$ cat src/rtl/report_pkg.sv
// Shared constants and record layout for the cluster-4 report collector.
// The collector top is configured by the REPORT_COLLECTOR_STAMP_EN macro.
package report_pkg;

    // Default geometry of the report interface and record buffer.
    localparam int NUM_REPORTS_DEF = 28;
    localparam int FIFO_DEPTH_DEF  = 8;
    localparam int STAMP_W_DEF     = 16;

    // Per-automaton bit offsets inside report_vec (automaton-major).
    localparam int LTL0_BASE = 0;
    localparam int LTL1_BASE = 4;
    localparam int LTL2_BASE = 8;
    localparam int LTL3_BASE = 12;
    localparam int LTL4_BASE = 16;
    localparam int LTL5_BASE = 20;
    localparam int LTL6_BASE = 24;

    // Position of each report output within an automaton's 4-bit group.
    localparam int OUT_4  = 0;
    localparam int OUT_6  = 1;
    localparam int OUT_9  = 2;
    localparam int OUT_11 = 3;

    // One buffered record: run-cycle stamp above the report bits.
    typedef struct packed {
        logic [STAMP_W_DEF-1:0]     stamp;
        logic [NUM_REPORTS_DEF-1:0] vector;
    } report_rec_t;

    // Bit index of report output 'idx' of automaton 'ltl'.
    function automatic int report_bit(input int ltl, input int idx);
        return 4 * ltl + idx;
    endfunction

endpackage

$ cat src/rtl/report_fifo.sv
// Synchronous first-word-fall-through FIFO. rdata shows the head entry
// whenever the FIFO is not empty and reads as zero while empty.
module report_fifo #(
    parameter int WIDTH = 44,
    parameter int DEPTH = 8
) (
    input  logic             clk,
    input  logic             reset,
    input  logic             push,
    input  logic [WIDTH-1:0] wdata,
    input  logic             pop,
    output logic [WIDTH-1:0] rdata,
    output logic             full,
    output logic             empty
);

    localparam int AW = $clog2(DEPTH);
    localparam logic [AW:0] PTR_ONE = {{AW{1'b0}}, 1'b1};

    logic [WIDTH-1:0] mem [DEPTH];
    logic [AW:0]      wr_ptr;
    logic [AW:0]      rd_ptr;
    logic             do_push;
    logic             do_pop;

    // Extra pointer MSB tells full (MSBs differ) from empty (MSBs equal).
    assign empty = (wr_ptr == rd_ptr);
    assign full  = (wr_ptr[AW] != rd_ptr[AW]) &&
                   (wr_ptr[AW-1:0] == rd_ptr[AW-1:0]);

    // A pop frees the slot this edge, so a push into a full FIFO still fits.
    assign do_pop  = pop && !empty;
    assign do_push = push && (!full || do_pop);

    assign rdata = empty ? '0 : mem[rd_ptr[AW-1:0]];

    // Pointer advance; reset discards every entry.
    always_ff @(posedge clk) begin
        if (reset) begin
            wr_ptr <= '0;
            rd_ptr <= '0;
        end else begin
            if (do_push) wr_ptr <= wr_ptr + PTR_ONE;
            if (do_pop)  rd_ptr <= rd_ptr + PTR_ONE;
        end
    end

    // Storage write; contents are don't-care until covered by the pointers.
    always_ff @(posedge clk) begin
        if (do_push) mem[wr_ptr[AW-1:0]] <= wdata;
    end

endmodule

$ cat src/rtl/report_collector_c4.sv
// Turns the cluster-4 automata report wires into buffered report records.
// Build option: REPORT_COLLECTOR_STAMP_EN adds the run-cycle stamp counter
// and stores a stamp with every record; otherwise rec_stamp is tied to 0.
//
// Stream handshake: rec_valid high means rec_vector/rec_stamp hold a record
// and stay stable until it is taken; a record is taken on a clk edge where
// rec_valid && rec_ready; rec_ready while rec_valid is low has no effect.
module report_collector_c4
    import report_pkg::*;
#(
    parameter int NUM_REPORTS = NUM_REPORTS_DEF,
    parameter int FIFO_DEPTH  = FIFO_DEPTH_DEF,
    parameter int STAMP_W     = STAMP_W_DEF
) (
    input  logic                   clk,
    input  logic                   reset,
    input  logic                   run,
    input  logic [NUM_REPORTS-1:0] report_vec,
    output logic                   rec_valid,
    input  logic                   rec_ready,
    output logic [NUM_REPORTS-1:0] rec_vector,
    output logic [STAMP_W-1:0]     rec_stamp,
    output logic                   overflow,
    output logic [7:0]             drop_count
);

`ifdef REPORT_COLLECTOR_STAMP_EN
    localparam int ENTRY_W = NUM_REPORTS + STAMP_W;
`else
    localparam int ENTRY_W = NUM_REPORTS;
`endif

    logic               push_req;
    logic               pop;
    logic               drop;
    logic               fifo_full;
    logic               fifo_empty;
    logic [ENTRY_W-1:0] wdata;
    logic [ENTRY_W-1:0] rdata;

    assign push_req  = run && (report_vec != '0);
    assign rec_valid = !fifo_empty;
    assign pop       = rec_valid && rec_ready;
    // A full buffer only rejects the push when nothing leaves on the same edge.
    assign drop      = push_req && fifo_full && !pop;

`ifdef REPORT_COLLECTOR_STAMP_EN
    logic [STAMP_W-1:0] stamp_q;

    // Run-cycle counter; the pushed stamp is the value before this increment.
    always_ff @(posedge clk) begin
        if (reset) begin
            stamp_q <= '0;
        end else if (run) begin
            stamp_q <= stamp_q + {{(STAMP_W-1){1'b0}}, 1'b1};
        end
    end

    assign wdata      = {stamp_q, report_vec};
    assign rec_stamp  = rdata[ENTRY_W-1 -: STAMP_W];
    assign rec_vector = rdata[NUM_REPORTS-1:0];
`else
    assign wdata      = report_vec;
    assign rec_stamp  = '0;
    assign rec_vector = rdata;
`endif

    report_fifo #(
        .WIDTH (ENTRY_W),
        .DEPTH (FIFO_DEPTH)
    ) u_fifo (
        .clk   (clk),
        .reset (reset),
        .push  (push_req),
        .wdata (wdata),
        .pop   (pop),
        .rdata (rdata),
        .full  (fifo_full),
        .empty (fifo_empty)
    );

    // Overflow bookkeeping: sticky flag and saturating drop counter.
    always_ff @(posedge clk) begin
        if (reset) begin
            overflow   <= 1'b0;
            drop_count <= '0;
        end else if (drop) begin
            overflow <= 1'b1;
            if (drop_count != 8'hFF) drop_count <= drop_count + 8'd1;
        end
    end

endmodule

$ cat config.mk
export PLATFORM = sky130hd
export DESIGN_NAME = report_collector_c4
export DESIGN_NICKNAME = d
export VERILOG_FILES = /design/src/rtl/report_pkg.sv /design/src/rtl/report_fifo.sv /design/src/rtl/report_collector_c4.sv
export SDC_FILE = /design/constraint.sdc
export NUM_CORES = 1
export LEC_CHECK = 0
export BUFFER_PORTS_ARGS = -buffer_cell sky130_fd_sc_hd__buf_4
export CAP_MARGIN = 30
export CELL_PAD_IN_SITES_DETAIL_PLACEMENT = 1
export CELL_PAD_IN_SITES_GLOBAL_PLACEMENT = 1
export CORE_UTILIZATION = 50
export DETAILED_ROUTE_END_ITERATION = 10
export PLACE_DENSITY = 0.86
export SLEW_MARGIN = 10
export SYNTH_ARGS = -nofsm -noshare
export SYNTH_HDL_FRONTEND = slang
export SYNTH_SLANG_ARGS = --single-unit
export TNS_END_PERCENT = 100
$ cat constraint.sdc
create_clock -name clk -period 5.5 [get_ports clk]
set_input_delay 0 -clock clk [delete_from_list [all_inputs] [get_ports clk]]
set_output_delay 0 -clock clk [all_outputs]
set_load 0.05 [all_outputs]
After elaboration in Yosys (flattened, before gate mapping)
Memory sizes are Yosys's and may differ from the RTL's. A register that Yosys moved wholly into a read port is not among the register bits.
Cells that the tools add are included.
- bits in registers: 17
- latch bits: 0
- memory bits (writable): 224
- bits in read-only memories: 0
- input port bits: 32
- output and inout bits: 54
- logic and storage cells: 30
- memories kept: 1
- memories (name ; depth ; width ; read ports ; clocked after memory_dff ; wr ports ; RTL line ; RTL):
    u_fifo.mem ; 8 ; 28 ; 1 ; 1 ; 1 ; report_fifo.sv:20 ; logic [WIDTH-1:0] mem [DEPTH];
- $add $sub $neg: 3
- multiply operators: 0
- div/mod/pow operators: 0
- magnitude comparators: 0
- eq/ne operators: 4
- shift-type cells: 0
- muxes and demuxes: 5
- bitwise gates (word level): 0
- reductions and logical operators: 13
- operators by type and width (cell ; count):
    28-bit 2-to-1 mux ; 1
    28-bit nonzero test ; 1
    4-bit by 1-bit adder with 4-bit output, second input constant ; 2
    8-bit by 1-bit adder with 8-bit output, second input constant ; 1
    8-bit != test, second input constant ; 1
    1-bit logical AND ; 7
    3-bit 2-to-1 mux ; 2
    4-bit equality test ; 1
    3-bit equality test ; 1
    1-bit zero test ; 3
    1-bit 2-to-1 mux ; 2
    2-bit AND reduction ; 1
    1-bit logical OR ; 1
    1-bit != test ; 1

Logic depth before layout (Yosys ltp)
- depth in word-level cells: 8
- mapped depth: 8
- gate-level depth less buffers: 7

Cells and area by module
A second synthesis with hierarchy kept.
- cell total of the unflattened synthesis: 507
- area, all modules: 9794.4 um2
- by module, submodules not included (module ; times used ; cells an instance ; area an instance (um2) ; sequential area each (um2)):
    report_fifo ; 1 ; 426 ; 9126.3 ; 6946.7
    report_collector_c4 ; 1 ; 81 ; 668.1 ; 180.2

Worst setup path after synthesis
Ideal clock, no wire load.
- path kind: register to register
- start point: register u_fifo.wr_ptr[0]
- end point: register u_fifo.wr_ptr[3]
- setup time: 0.121 ns
- data arrival time: 4.074 ns
- setup slack: 1.305 ns
- stages on the path, launching flop included: 7
- path buffers: 1
- cells stage by stage: dfxtp_1 > buf_6 > xnor2_2 > nand3_2 > nor2_1 > nor4_1 > mux2_2
- word-level cells in the longest chain between the ends: 6
- RTL lines (what ; RTL line ; RTL):
    start, declared ; report_fifo.sv:21 ; logic [AW:0] wr_ptr;
    start signal, assigned ; report_fifo.sv:43 ; if (do_push) wr_ptr <= wr_ptr + PTR_ONE;
    4-bit equality test ; report_fifo.sv:27 ; assign empty = (wr_ptr == rd_ptr);
    1-bit zero test ; report_fifo.sv:32, report_collector_c4.sv:42 ;
    1-bit logical AND ; report_collector_c4.sv:43 ; assign pop = rec_valid && rec_ready;
    1-bit logical AND ; report_fifo.sv:32 ; assign do_pop = pop && !empty;
    1-bit logical OR ; report_fifo.sv:33 ; assign do_push = push && (!full || do_pop);
    1-bit logical AND ; report_fifo.sv:33 ;
Parallel ways exist; a longest one is shown, timed or not.
A chain may end at the register's enable or synchronous reset.

==> results.json <==
{
  "regToRegStartpoint": "u_fifo.wr_ptr[2]",
  "slowest_stage": "buf_4",
  "cp.required_ns": 5.50,
  "dieArea_um2": 19900,
  "initial_core_util_pct": 51.4,
  "path_cells": "buf_4, mux4_2, mux2i_1, nor2_1, buf_4",
  "pre_cts_ws_ns": 2.56,
  "yosysWarnings": 0,
  "internal-power_mw": 3.24,
  "grt_remaining_overflow": 0,
  "final_cell_mix": "edfxtp_1, buf_4, mux4_2, nor2_1",
  "area_delta_synth_final_pct": 19.0,
  "viasPerCell": 5.72,
  "synth_seq_cells": 244,
  "grt_max_degree": 57,
  "place_inst": 820,
  "setup_tns_ns": 0,
  "clkSinkCount": 244,
  "clkTransAtPathRegs_ns": 0.06,
  "dieWidth_um": 141,
  "vias": 5112,
  "finalSetupViolCount": 0,
  "ir_worst_vdd_mv": 0.188,
  "seqPwrFrac_pct": 47.4,
  "fp.dieH_um": 141,
  "fin_util_pct": 61.2,
  "cts.htree.levels": 1,
  "ff2ff_setup_slack_ns": 2.57,
  "drc": 0,
  "ys.flop_type": "edfxtp_1",
  "grt_pass1_wl_um": 32600,
  "slew_viol_final": 0,
  "dr.pass1.iters": 5,
  "final_cells": 894,
  "final_area_um2": 11500,
  "synth_area_um2": 9680,
  "gp_congestion": 0.774,
  "min_period_ns": 2.98,
  "crit_end": "rec_vector[12]",
  "dp_hpwl_um": 12800,
  "post_cts_buffers": 0,
  "postSynthCellCount": 503,
  "ys_seq_area_share_pct": 73.6,
  "p_clk_share_pct": 34.5,
  "antenna_found_initial": 0,
  "p_switching_mw": 1.19,
  "portBuffers": 69,
  "fin_skew_ns": 0.0305,
  "cap_viol_max_count": 0,
  "drt-total-wl_um": 21600,
  "nets": 651,
  "grt_pass1_vias": 5546,
  "clock_path_buffers": 3,
  "clk_latency_ns": 0.52,
  "drtAntennaViolNets": 0,
  "worstMarginPinSlew_ns": 0.954,
  "synth_area_leaders": "edfxtp_1, mux4_2, dfxtp_1",
  "syn_avg_cell_area_um2": 19.3,
  "drive_gt1_share_pct": 29.2,
  "slew_headroom_pct": 36.4,
  "numCtsBuffers": 24,
  "share_comb_of_total_power_pct": 18.1,
  "pin_count": 86,
  "min_period_over_period_pct": 54.2,
  "status": "finished, final reports clean",
  "cp_max_fo": 40,
  "timing.rr.end": "u_fifo.mem[5][12]",
  "cts_resized": 0,
  "coreArea_um2": 18800,
  "power_switching_share_pct": 26.9,
  "root_buffer": "clkbuf_16",
  "yosys.area.top_type_share_pct": 69.5,
  "cpMostUsedCell": "buf_4",
  "num_rows": 50,
  "ys_types": 43,
  "synth_largest_area_cell": "edfxtp_1",
  "worst_slack_ns": 2.52,
  "endpoint_kind": "output pin",
  "path_class": "flip-flop to output pin",
  "rsz0062_at_grt": "no",
  "power.density_nw_per_um2": 385,
  "cts_tree": "built",
  "synth_edf_count": 224,
  "antenna_cells": 0,
  "hp-class": "input port to flip-flop",
  "worstPathArrival_ns": 2.98,
  "crit_path_start_kind": "flip-flop",
  "dpl-instance-area_um2": 10500,
  "wl_per_cell_um": 24.1,
  "cellLeakagePower_nw": 3.74,
  "slowest_delay_ns": 0.72,
  "drt_iter0_drc": 398,
  "hold_viol": 0,
  "track_usage_pct": 22.4,
  "final_common_cell": "edfxtp_1",
  "rr_worst_depth": 6,
  "async_flop_share_pct": 0,
  "max_clock_freq_mhz": 335
}
## state kept, by name (all words and copies together), names as in the netlist, named ones only
register       count
u_fifo.wr_ptr      4
u_fifo.mem       224
overflow           1
drop_count         8
u_fifo.rd_ptr      4
## cell type report
cell class,instances,area (um^2)
multi-input cells,232,2410
repair buffers,112,928
clock inverters,8,60.1
well taps,260,325
clock buffers,36,667
flip-flops and latches,244,7130
fillers,1635,7300
inverters,2,7.51
## critical path: cells and delay by family, from the launching register on
kind | cells | cell delay (ns)
DFF | 1 | 0.58
buffers and inverters | 2 | 0.94
and+or+nand+nor | 1 | 0.10
muxes | 2 | 0.83
## Yosys cell counts (2+ instances only)
cell,n
xor2_1,3
buf_4,16
dfxtp_1,20
buf_6,3
nand4_1,2
xnor2_1,2
edfxtp_1,224
or4_1,2
nand2b_1,5
nor4_1,9
a21oi_1,9
mux2i_1,30
a31oi_1,3
o21ai_0,5
nor2_1,42
mux4_2,56
nand3_1,7
o31ai_1,2
buf_2,6
or3_1,4
ha_1,3
nor2b_1,2
a311oi_1,2
nor3_1,8
nand2_1,5
xnor2_2,2
buf_1,3
inv_1,2
clkbuf_1,12
## through the flow
step,hold slack [ns],power [mW]
final,0.0773,4.44
after global routing,0.0849,4.57
after CTS,0.0589,4.46
after detailed placement,0.253,2.93
after global placement,0.242,2.90
after floorplan,0.0989,2.70
## power groups by stage
| stage | Clock [mW] | Sequential (mW) | Combinational, mW |
|---|---|---|---|
| final | 1.53 | 2.10 | 0.803 |
| after global routing | 1.62 | 2.11 | 0.845 |
| after CTS | 1.55 | 2.10 | 0.810 |
| after detailed placement | 0 | 2.14 | 0.787 |
| after global placement | 0 | 2.14 | 0.766 |
| after floorplan | 0 | 2.12 | 0.581 |
## repair_timing
item                                    in CTS  in global routing
endpoints found under the hold margin      243                  0
endpoints found under the setup margin       0                  0
hold buffers                                30                  0
## per-layer routing
layer  track usage [%]  wire length, um
met1              29.2             9140
met2              39.8            11000
met3              3.26             1170
met4              5.03              273
met5                 0                0
## cells by family after synthesis
logic type / count (synthesis) / synth area share (%)
AOI/OAI and AO/OA: 26 / 1.65
other: 1 / 0.0387
xor gates and xnor gates: 7 / 0.788
adders and majority gates: 3 / 0.388
buffers and inverters: 42 / 2.56
muxes: 87 / 16.2
DFF: 244 / 73.6
and+or+nand+nor: 93 / 4.74
## how the worst min path moves through the flow
stage	startpoint	endpoint	slack, ns	cells past startpoint
2_1_floorplan	report_vec[0]	u_fifo.mem[0][0]	0.1	0
3_3_place_gp	report_vec[9]	u_fifo.mem[7][9]	0.24	1
3_5_place_dp	report_vec[6]	u_fifo.mem[5][6]	0.25	1
4_1_cts	run	u_fifo.wr_ptr[1]	0.06	4
5_1_grt	run	u_fifo.wr_ptr[1]	0.08	4
6_report	run	u_fifo.wr_ptr[1]	0.08	4
Power figures use the tool's default switching activity.
